--- src/rtl/sdf_stage_seq.sv ---
// Sequencer for one radix-2 single-path delay-feedback FFT stage: FILL / BFLY / DRAIN control.
// Latency: 1 cycle. All outputs are registered and present a transfer from the edge that accepts it.
// Backpressure: ready_o is low for DEPTH cycles while draining and for one cycle after reset.
// Optional macro SDF_AUTO_FLUSH_EN: an idle input cycle at a frame boundary also starts a drain.
module sdf_stage_seq #(
  parameter int DEPTH     = 16,
  parameter int DW        = 16,
  parameter int TW_W      = 5,
  parameter int TW_STRIDE = 1
) (
  input  logic            clk,
  input  logic            rst_n,
  input  logic            valid_i,
  output logic            ready_o,
  input  logic [DW-1:0]   data_in_r,
  input  logic [DW-1:0]   data_in_i,
  input  logic            flush_i,
  output logic [DW-1:0]   data_out_r,
  output logic [DW-1:0]   data_out_i,
  output logic [1:0]      state,
  output logic            sr_en,
  output logic [TW_W-1:0] tw_idx,
  output logic            valid_o,
  output logic            frame_done
);

  localparam int PW  = $clog2(2 * DEPTH);
  localparam int DCW = (DEPTH > 1) ? $clog2(DEPTH) : 1;

  localparam logic [1:0] ST_IDLE  = 2'b00;
  localparam logic [1:0] ST_FILL  = 2'b01;
  localparam logic [1:0] ST_BFLY  = 2'b10;
  localparam logic [1:0] ST_DRAIN = 2'b11;

  localparam logic [PW-1:0]  POS_HALF      = PW'(DEPTH);
  localparam logic [PW-1:0]  POS_FILL_LAST = PW'(DEPTH - 1);
  localparam logic [PW-1:0]  POS_LAST      = PW'(2 * DEPTH - 1);
  localparam logic [DCW-1:0] DRAIN_LAST    = DCW'(DEPTH - 1);

  // Frame position, pending-differences flag and drain cycle index.
  logic [PW-1:0]   pos_q, pos_d;
  logic            pending_q, pending_d;
  logic [DCW-1:0]  dcnt_q, dcnt_d;

  // Registered outputs.
  logic            ready_q, ready_d;
  logic [1:0]      state_q, state_d;
  logic            sr_en_q, sr_en_d;
  logic            valid_q, valid_d;
  logic            done_q, done_d;
  logic [TW_W-1:0] tw_q, tw_d;
  logic [DW-1:0]   dr_q, dr_d;
  logic [DW-1:0]   di_q, di_d;

  logic xfer;
  logic flush_cond;

  // Twiddle index for difference sample k, wrapping modulo 2^TW_W.
  function automatic logic [TW_W-1:0] tw_of(input logic [31:0] k);
    tw_of = TW_W'(k * TW_STRIDE);
  endfunction

  // Transfer and flush qualification; the optional mode treats an idle input as a flush request.
  always_comb begin
    xfer = valid_i && ready_q;
`ifdef SDF_AUTO_FLUSH_EN
    flush_cond = flush_i || !valid_i;
`else
    flush_cond = flush_i;
`endif
  end

  // Next-state: drain sequencing has priority, then transfers, then drain start, else idle.
  always_comb begin
    pos_d     = pos_q;
    pending_d = pending_q;
    dcnt_d    = dcnt_q;
    ready_d   = 1'b1;
    state_d   = ST_IDLE;
    sr_en_d   = 1'b0;
    valid_d   = 1'b0;
    done_d    = 1'b0;
    tw_d      = '0;
    dr_d      = '0;
    di_d      = '0;

    if (state_q == ST_DRAIN) begin
      if (dcnt_q == DRAIN_LAST) begin
        // Last drain cycle has been presented; reopen the input.
        dcnt_d = '0;
      end else begin
        dcnt_d  = dcnt_q + DCW'(1);
        ready_d = 1'b0;
        state_d = ST_DRAIN;
        sr_en_d = 1'b1;
        valid_d = 1'b1;
        tw_d    = tw_of(32'(dcnt_d));
        if (dcnt_d == DRAIN_LAST) begin
          done_d    = 1'b1;
          pending_d = 1'b0;
        end
      end
    end else if (xfer) begin
      dr_d    = data_in_r;
      di_d    = data_in_i;
      sr_en_d = 1'b1;
      pos_d   = (pos_q == POS_LAST) ? '0 : pos_q + PW'(1);
      if (pos_q < POS_HALF) begin
        // First half: samples go into the delay line; the previous frame's
        // differences come out alongside them if any are pending.
        state_d = ST_FILL;
        if (pending_q) begin
          valid_d = 1'b1;
          tw_d    = tw_of(32'(pos_q));
          if (pos_q == POS_FILL_LAST) begin
            done_d    = 1'b1;
            pending_d = 1'b0;
          end
        end
      end else begin
        // Second half: butterfly sums emerge; differences wait in the delay line.
        state_d = ST_BFLY;
        valid_d = 1'b1;
        if (pos_q == POS_LAST) begin
          pending_d = 1'b1;
        end
      end
    end else if (pending_q && (pos_q == '0) && flush_cond) begin
      // Frame boundary with differences still in the delay line: push them out.
      ready_d = 1'b0;
      state_d = ST_DRAIN;
      sr_en_d = 1'b1;
      valid_d = 1'b1;
      tw_d    = tw_of(32'd0);
      dcnt_d  = '0;
    end
  end

  // State and output registers with synchronous active-low reset.
  always_ff @(posedge clk) begin
    if (!rst_n) begin
      pos_q     <= '0;
      pending_q <= 1'b0;
      dcnt_q    <= '0;
      ready_q   <= 1'b0;
      state_q   <= ST_IDLE;
      sr_en_q   <= 1'b0;
      valid_q   <= 1'b0;
      done_q    <= 1'b0;
      tw_q      <= '0;
      dr_q      <= '0;
      di_q      <= '0;
    end else begin
      pos_q     <= pos_d;
      pending_q <= pending_d;
      dcnt_q    <= dcnt_d;
      ready_q   <= ready_d;
      state_q   <= state_d;
      sr_en_q   <= sr_en_d;
      valid_q   <= valid_d;
      done_q    <= done_d;
      tw_q      <= tw_d;
      dr_q      <= dr_d;
      di_q      <= di_d;
    end
  end

  assign ready_o    = ready_q;
  assign state      = state_q;
  assign sr_en      = sr_en_q;
  assign valid_o    = valid_q;
  assign frame_done = done_q;
  assign tw_idx     = tw_q;
  assign data_out_r = dr_q;
  assign data_out_i = di_q;

endmodule

--- config.mk ---
export PLATFORM = sky130hd
export DESIGN_NAME = sdf_stage_seq
export DESIGN_NICKNAME = d
export VERILOG_FILES = /design/src/rtl/sdf_stage_seq.sv
export SDC_FILE = /design/constraint.sdc
export NUM_CORES = 1
export LEC_CHECK = 0
export BUFFER_PORTS_ARGS = -buffer_cell sky130_fd_sc_hd__buf_2
export CORE_ASPECT_RATIO = 1.2
export CORE_UTILIZATION = 49
export DETAILED_ROUTE_END_ITERATION = 6
export GPL_ROUTABILITY_DRIVEN = 0
export GPL_TIMING_DRIVEN = 0
export HOLD_SLACK_MARGIN = 0.15
export PLACE_DENSITY = 0.93
export SYNTH_ARGS = -nofsm -noshare
export SYNTH_HDL_FRONTEND = slang
export SYNTH_SLANG_ARGS = --single-unit
--- constraint.sdc ---
create_clock -name clk -period 3 [get_ports clk]
set_input_delay 0.3 -clock clk [delete_from_list [all_inputs] [get_ports clk]]
set_output_delay 0.3 -clock clk [all_outputs]
set_load 0.005 [all_outputs]
==> flow_metrics.env, run 1 <==
export IMPL_arrival_ps=2050
export IMPL_grt_overflow_total=0
export IMPL_hold_viol_final=0
export IMPL_path_common_cell="ha_1"
export IMPL_syn_area_um2=1799
export IMPL_fin_crit_sh_pct=60.47
export IMPL_syn_nets=210
export IMPL_fin_crit_ps=1814
export IMPL_setup_violations=0
export IMPL_grt_busiest_layer="met2"
export IMPL_nFillCells=272
export IMPL_r2r_cells=5
export IMPL_synth_area_leaders="dfxtp_1, and2_1, ha_1"
export IMPL_worstSkewPairLatency_ps=300
export IMPL_crit_fanout=7
export IMPL_postRouteAntennaNets=0
export IMPL_core_area_um2=3425
export IMPL_grt_usage_pct=19.89
export IMPL_syn_mean_instance_area_um2=10.71
export IMPL_max_stage_delay_ps=510
export IMPL_met2_usage_pct=37.35
export IMPL_maxCapViolations=0
export IMPL_syn2layout_area_growth_pct=29.76
export IMPL_fp_row_count=23
export IMPL_diodes=0
export IMPL_cts_buffers=5
export IMPL_violations="design-rule violations"
export IMPL_path_depth=5
export IMPL_vdd_drop_max_uv=333.0
export IMPL_yosysTopAreaCell="dfxtp_1"
export IMPL_place_hpwl_um=2806
export IMPL_startpoint_type="flop"
export IMPL_gr_usage_met1_pct=19.74
export IMPL_dieArea_um2=3919
export IMPL_outcome="finished with violations"
export IMPL_drive_above_1_share_pct=38.89
export IMPL_final_setup_skew_ps=5.117
export IMPL_dp_cells=282
export IMPL_via_count=1442
export IMPL_finalNonFillerCells=289
export IMPL_cp_slowest_cell="or4b_1"
export IMPL_worst_slack_ps=1186
export IMPL_hold_depth=2
export IMPL_maxSlewViolCount=0
export IMPL_cp_num_buf_inv=0
export IMPL_hp_class="in2reg"
export IMPL_rsz0062_at_grt="no"
export IMPL_antenna_found_initial=0
export IMPL_routedWlPerCell_um=12.71
export IMPL_die_h_um=68.38
export IMPL_io_buffers=77
export IMPL_numClockSinks=53
export IMPL_drc=8
export IMPL_cts_setup_buffers=0
export IMPL_routed_wl_um=3674
export IMPL_ctsResizeCount=0
export IMPL_fin_nets=294
export IMPL_dpl_worst_slack_ps=1201
export IMPL_yosys_warnings=0
export IMPL_path_cells="ha_1 -> and3_1 -> ha_1 -> or4b_1 -> a21oi_1"
export IMPL_synth_seq_cells=53
export IMPL_htree_levels=2
export IMPL_met3_usage_pct=6.805
export IMPL_clockBufferDepth=2
export IMPL_fin_util_pct=68.18
export IMPL_fmax_ghz=0.5512
export IMPL_via_per_inst=4.990
export IMPL_die_w_um=57.32
export IMPL_power_density_nw_per_um2=535.8
export IMPL_drtIter0Drc=47
export IMPL_root_buffer="clkbuf_8"
export IMPL_first_pass_iters=7
export IMPL_initial_utilization_pct=52.54
export IMPL_synth_cells=168
export IMPL_ios=79
export IMPL_post_synth_num_cell_types=36
export IMPL_grt_pass1_vias=1305
export IMPL_cts_tree="built"
export IMPL_cp_top_family="simple AND/OR/NAND/NOR gates"
export IMPL_yosysTopAreaCellShare_pct=58.97
export IMPL_clk_pin_slew_ps=90
export IMPL_fin_tns_setup_ps=0
export IMPL_leakage_nw=1.186
export IMPL_critPathRequiredTime_ps=3230
export IMPL_endpoint_kind="flop"
export IMPL_grt_max_degree=16
export IMPL_ys_seq_area_share_pct=58.97
export IMPL_grt_pass1_wl_um=5713
export IMPL_path_class="reg2reg"
export IMPL_hold_buffers=0
-- placed cells by master, fill, tap and decap left out, types with 2 or more instances in the layout --
cell	synthesis	routed
a21o_1	4	4
a21oi_1	8	8
a31o_2	3	3
a31oi_1	2	2
and2_1	33	33
buf_2	0	77
buf_4	2	2
clkbuf_2	3	3
clkbuf_8	0	5
dfxtp_1	53	53
ha_1	6	6
inv_1	7	7
nand2_1	3	3
nand3_1	7	7
nor2_1	11	11
nor3_1	2	2
o21ai_0	3	3
-- final timing paths --
path                         endpoint  slack, ps                    from
min          data_out_r[4]$_SDFF_PP0_        190            data_in_r[4]
min reg2reg    dcnt_q[1]$_SDFFE_PN0P_        520  dcnt_q[1]$_SDFFE_PN0P_
max             pos_q[2]$_SDFFE_PN0P_       1190   pos_q[0]$_SDFFE_PN0P_
max reg2reg     pos_q[2]$_SDFFE_PN0P_       1190   pos_q[0]$_SDFFE_PN0P_
-- cell usage after synthesis --
| master | count |
|---|---|
| a21oi_1 | 8 |
| ha_1 | 6 |
| nand3_2 | 1 |
| a21o_1 | 4 |
| dfxtp_1 | 53 |
| and3_4 | 1 |
| inv_1 | 7 |
| nand2_2 | 1 |
| buf_4 | 2 |
| o21ai_0 | 3 |
| nor3_1 | 2 |
| xor2_1 | 1 |
| or4_1 | 1 |
| nor2_1 | 11 |
| a22o_1 | 1 |
| inv_2 | 1 |
| xnor2_1 | 1 |
| and2_1 | 33 |
| a31o_2 | 3 |
| nand2_1 | 3 |
| o22ai_1 | 1 |
| or4b_1 | 1 |
| a211oi_1 | 1 |
| o2bb2ai_1 | 1 |
| nor3_4 | 1 |
| o21a_1 | 1 |
| nor4_1 | 1 |
| conb_1 | 1 |
| and3_1 | 1 |
| o41ai_1 | 1 |
| a31oi_2 | 1 |
| nand3_1 | 7 |
| mux2i_1 | 1 |
| clkbuf_2 | 3 |
| a31oi_1 | 2 |
| and4b_1 | 1 |
-- cell families after synthesis --
| group | share of synthesized area [%] |
|---|---|
| muxes | 0.5564 |
| other | 0.2084 |
| DFF | 58.97 |
| AOI/OAI and AO/OA | 10.22 |
| adders and majority gates | 4.172 |
| xor gates and xnor gates | 0.9738 |
| buffers and inverters | 3.338 |
| and+or+nand+nor | 21.56 |
-- layer usage --
layer / up-vias / routed length (µm)
li1: 725 / -
met4: 0 / 85
met3: 10 / 272
met5: - / 0
met2: 64 / 2038
met1: 643 / 1276
-- state kept, by name (all words and copies together), names as in the netlist --
name and count:
data_out_i 16, data_out_r 16, dcnt_q 4, frame_done 1, pending_q 1, pos_q 5
ready_o 1, sr_en 1, state 2, tw_idx 5, valid_o 1
-- per-stage QoR --
step,cell area (µm²),power (W),hold slack (ps)
2_1_floorplan,1799,0.0007728,421.7
3_3_place_gp,2231,0.0008123,499.3
3_5_place_dp,2231,0.0008159,502.5
4_1_cts,2335,0.001261,187.0
5_1_grt,2335,0.001303,177.4
6_report,2335,0.001251,188.8
-- layout make-up --
| cell class | instances | area, µm² | area share, % |
|---|---|---|---|
| Tap cell | 37 | 46.29 | 1.983 |
| Clock buffer | 5 | 68.82 | 2.947 |
| Inverter | 8 | 30.03 | 1.286 |
| Timing Repair Buffer | 77 | 385.4 | 16.51 |
| Multi-Input combinational cell | 102 | 678.2 | 29.05 |
| Sequential cell | 53 | 1061 | 45.44 |
| Clock inverter | 2 | 35.03 | 1.501 |
| Buffer | 5 | 30.03 | 1.286 |
-- where the power goes --
part	internal, W	switching (W)
clock	0.000242	0.000210
sequential	0.000720	0.00000695
combinational	0.0000392	0.0000321
Note: power is estimated with default switching activity, not from simulation.
==> inputs of run 2 (changes only) <==
CORE_UTILIZATION = 41   (was 49)
PLACE_DENSITY = 0.85   (was 0.93)
clock period = 1.6 ns   (was 3 ns; I/O delays follow)
==> flow_metrics.env, run 2 (synthesis results as in run 1) <==
export IMPL_clk_pin_slew_ps=90
export IMPL_fmax_ghz=0.6460
export IMPL_finalNonFillerCells=344
export IMPL_numClockSinks=53
export IMPL_arrival_ps=1790
export IMPL_grt_max_degree=18
export IMPL_grt_usage_pct=17.64
export IMPL_fin_crit_ps=1548
export IMPL_nFillCells=328
export IMPL_path_class="reg2reg"
export IMPL_hold_viol_final=0
export IMPL_vdd_drop_max_uv=498.2
export IMPL_fin_nets=329
export IMPL_syn2layout_area_growth_pct=55.22
export IMPL_final_cell_mix="buf_2, dfxtp_1, and2_1"
export IMPL_r2r_slack_ps=50
export IMPL_core_area_um2=4229
export IMPL_htree_levels=2
export IMPL_clockBufferDepth=2
export IMPL_via_count=1625
export IMPL_cts_tree="built"
export IMPL_die_h_um=74.57
export IMPL_final_setup_skew_ps=5.985
export IMPL_whs_ps=176.3
export IMPL_final_common_cell="buf_2"
export IMPL_routed_wl_um=4061
export IMPL_fin_tns_setup_ps=0
export IMPL_outcome="finished, final reports clean"
export IMPL_diodes=0
export IMPL_drc=0
export IMPL_leakage_nw=1.349
export IMPL_maxCapViolations=0
export IMPL_grt_pass1_wl_um=6334
export IMPL_crit_fanout=6
export IMPL_cts_buffers=5
export IMPL_route_met3_wl_um=187
export IMPL_grt_pass1_vias=1447
export IMPL_worst_slack_ps=52.07
export IMPL_initial_utilization_pct=42.54
export IMPL_power_w=0.002622
export IMPL_setup_violations=0
export IMPL_critPathRequiredTime_ps=1840
export IMPL_antenna_found_initial=0
export IMPL_rsz0062_at_grt="no"
export IMPL_hp_class="in2reg"
export IMPL_worstSkewPairLatency_ps=300
export IMPL_first_pass_iters=4
export IMPL_m1WireLength_um=1553
export IMPL_fp_row_count=26
export IMPL_dp_cells=301
export IMPL_root_buffer="clkbuf_8"
export IMPL_routedWlPerCell_um=11.81
export IMPL_postRouteAntennaNets=0
export IMPL_via_per_inst=4.724
export IMPL_power_density_nw_per_um2=939.0
export IMPL_endpoint_kind="flop"
export IMPL_drtIter0Drc=60
export IMPL_fin_crit_sh_pct=96.75
export IMPL_met2WireLength_um=2208
export IMPL_dpl_worst_slack_ps=-99.90
export IMPL_die_w_um=62.47
export IMPL_io_buffers=77
export IMPL_place_hpwl_um=2610
export IMPL_dr_max_layer_used="met4"
export IMPL_ios=79
export IMPL_drive_above_1_share_pct=38.19
export IMPL_maxSlewViolCount=0
export IMPL_startpoint_type="flop"
export IMPL_dieArea_um2=4658
export IMPL_grt_overflow_total=0
run 2: timing repair:
item,in CTS,in global routing
hold buffers,32,0
hold endpoints to repair,32,0
pin swaps,3,3
buffers inserted,3,0
setup endpoints to repair,2,11
gates resized for setup,6,4
run 2: path summary, 6_finish.rpt:
check,startpoint,endpoint,cells after the start
worst min-delay path,rst_n,frame_done$_SDFF_PN0_,2
worst max register to register,pos_q[0]$_SDFFE_PN0P_,pos_q[2]$_SDFFE_PN0P_,5
worst max-delay path,pos_q[0]$_SDFFE_PN0P_,pos_q[2]$_SDFFE_PN0P_,5
worst min register to register,dcnt_q[1]$_SDFFE_PN0P_,dcnt_q[1]$_SDFFE_PN0P_,2
run 2: report_power, final:
| part | total, W | switching [W] | internal (W) |
|---|---|---|---|
| clock | 0.00105 | 0.000423 | 0.000629 |
| combinational | 0.000208 | 0.0000775 | 0.000130 |
| sequential | 0.00136 | 0.0000132 | 0.00135 |
run 2: per-layer routing:
metal	vias up	global-route usage, %
met5	-	0
met4	0	10.59
met3	10	3.681
met2	51	33.21
met1	765	18.23
li1	799	-
run 2: stage by stage:
step / area (µm²) / utilization (%)
detailed placement: 2261 / 53.46
global placement: 2261 / 53.46
CTS: 2773 / 65.56
global route: 2793 / 66.04
finish: 2793 / 66.04
floorplan: 1805 / -
run 2: final cells by class:
| cell class | instances | area, µm² | share of cell area, % |
|---|---|---|---|
| flip-flops and latches | 53 | 1069 | 38.26 |
| multi-input cells | 102 | 728.2 | 26.08 |
| repair buffers | 112 | 728.2 | 26.08 |
| well taps | 56 | 70.07 | 2.509 |
| clock buffers | 5 | 68.82 | 2.464 |
| clock inverters | 3 | 68.82 | 2.464 |
| plain buffers | 5 | 30.03 | 1.075 |
| inverters | 8 | 30.03 | 1.075 |
run 2: worst max-delay path: stages (launching register included):
cell	delay [ps]
dfxtp_4	370
ha_4	160
and3_4	190
ha_4	170
or4b_4	480
a21oi_2	120
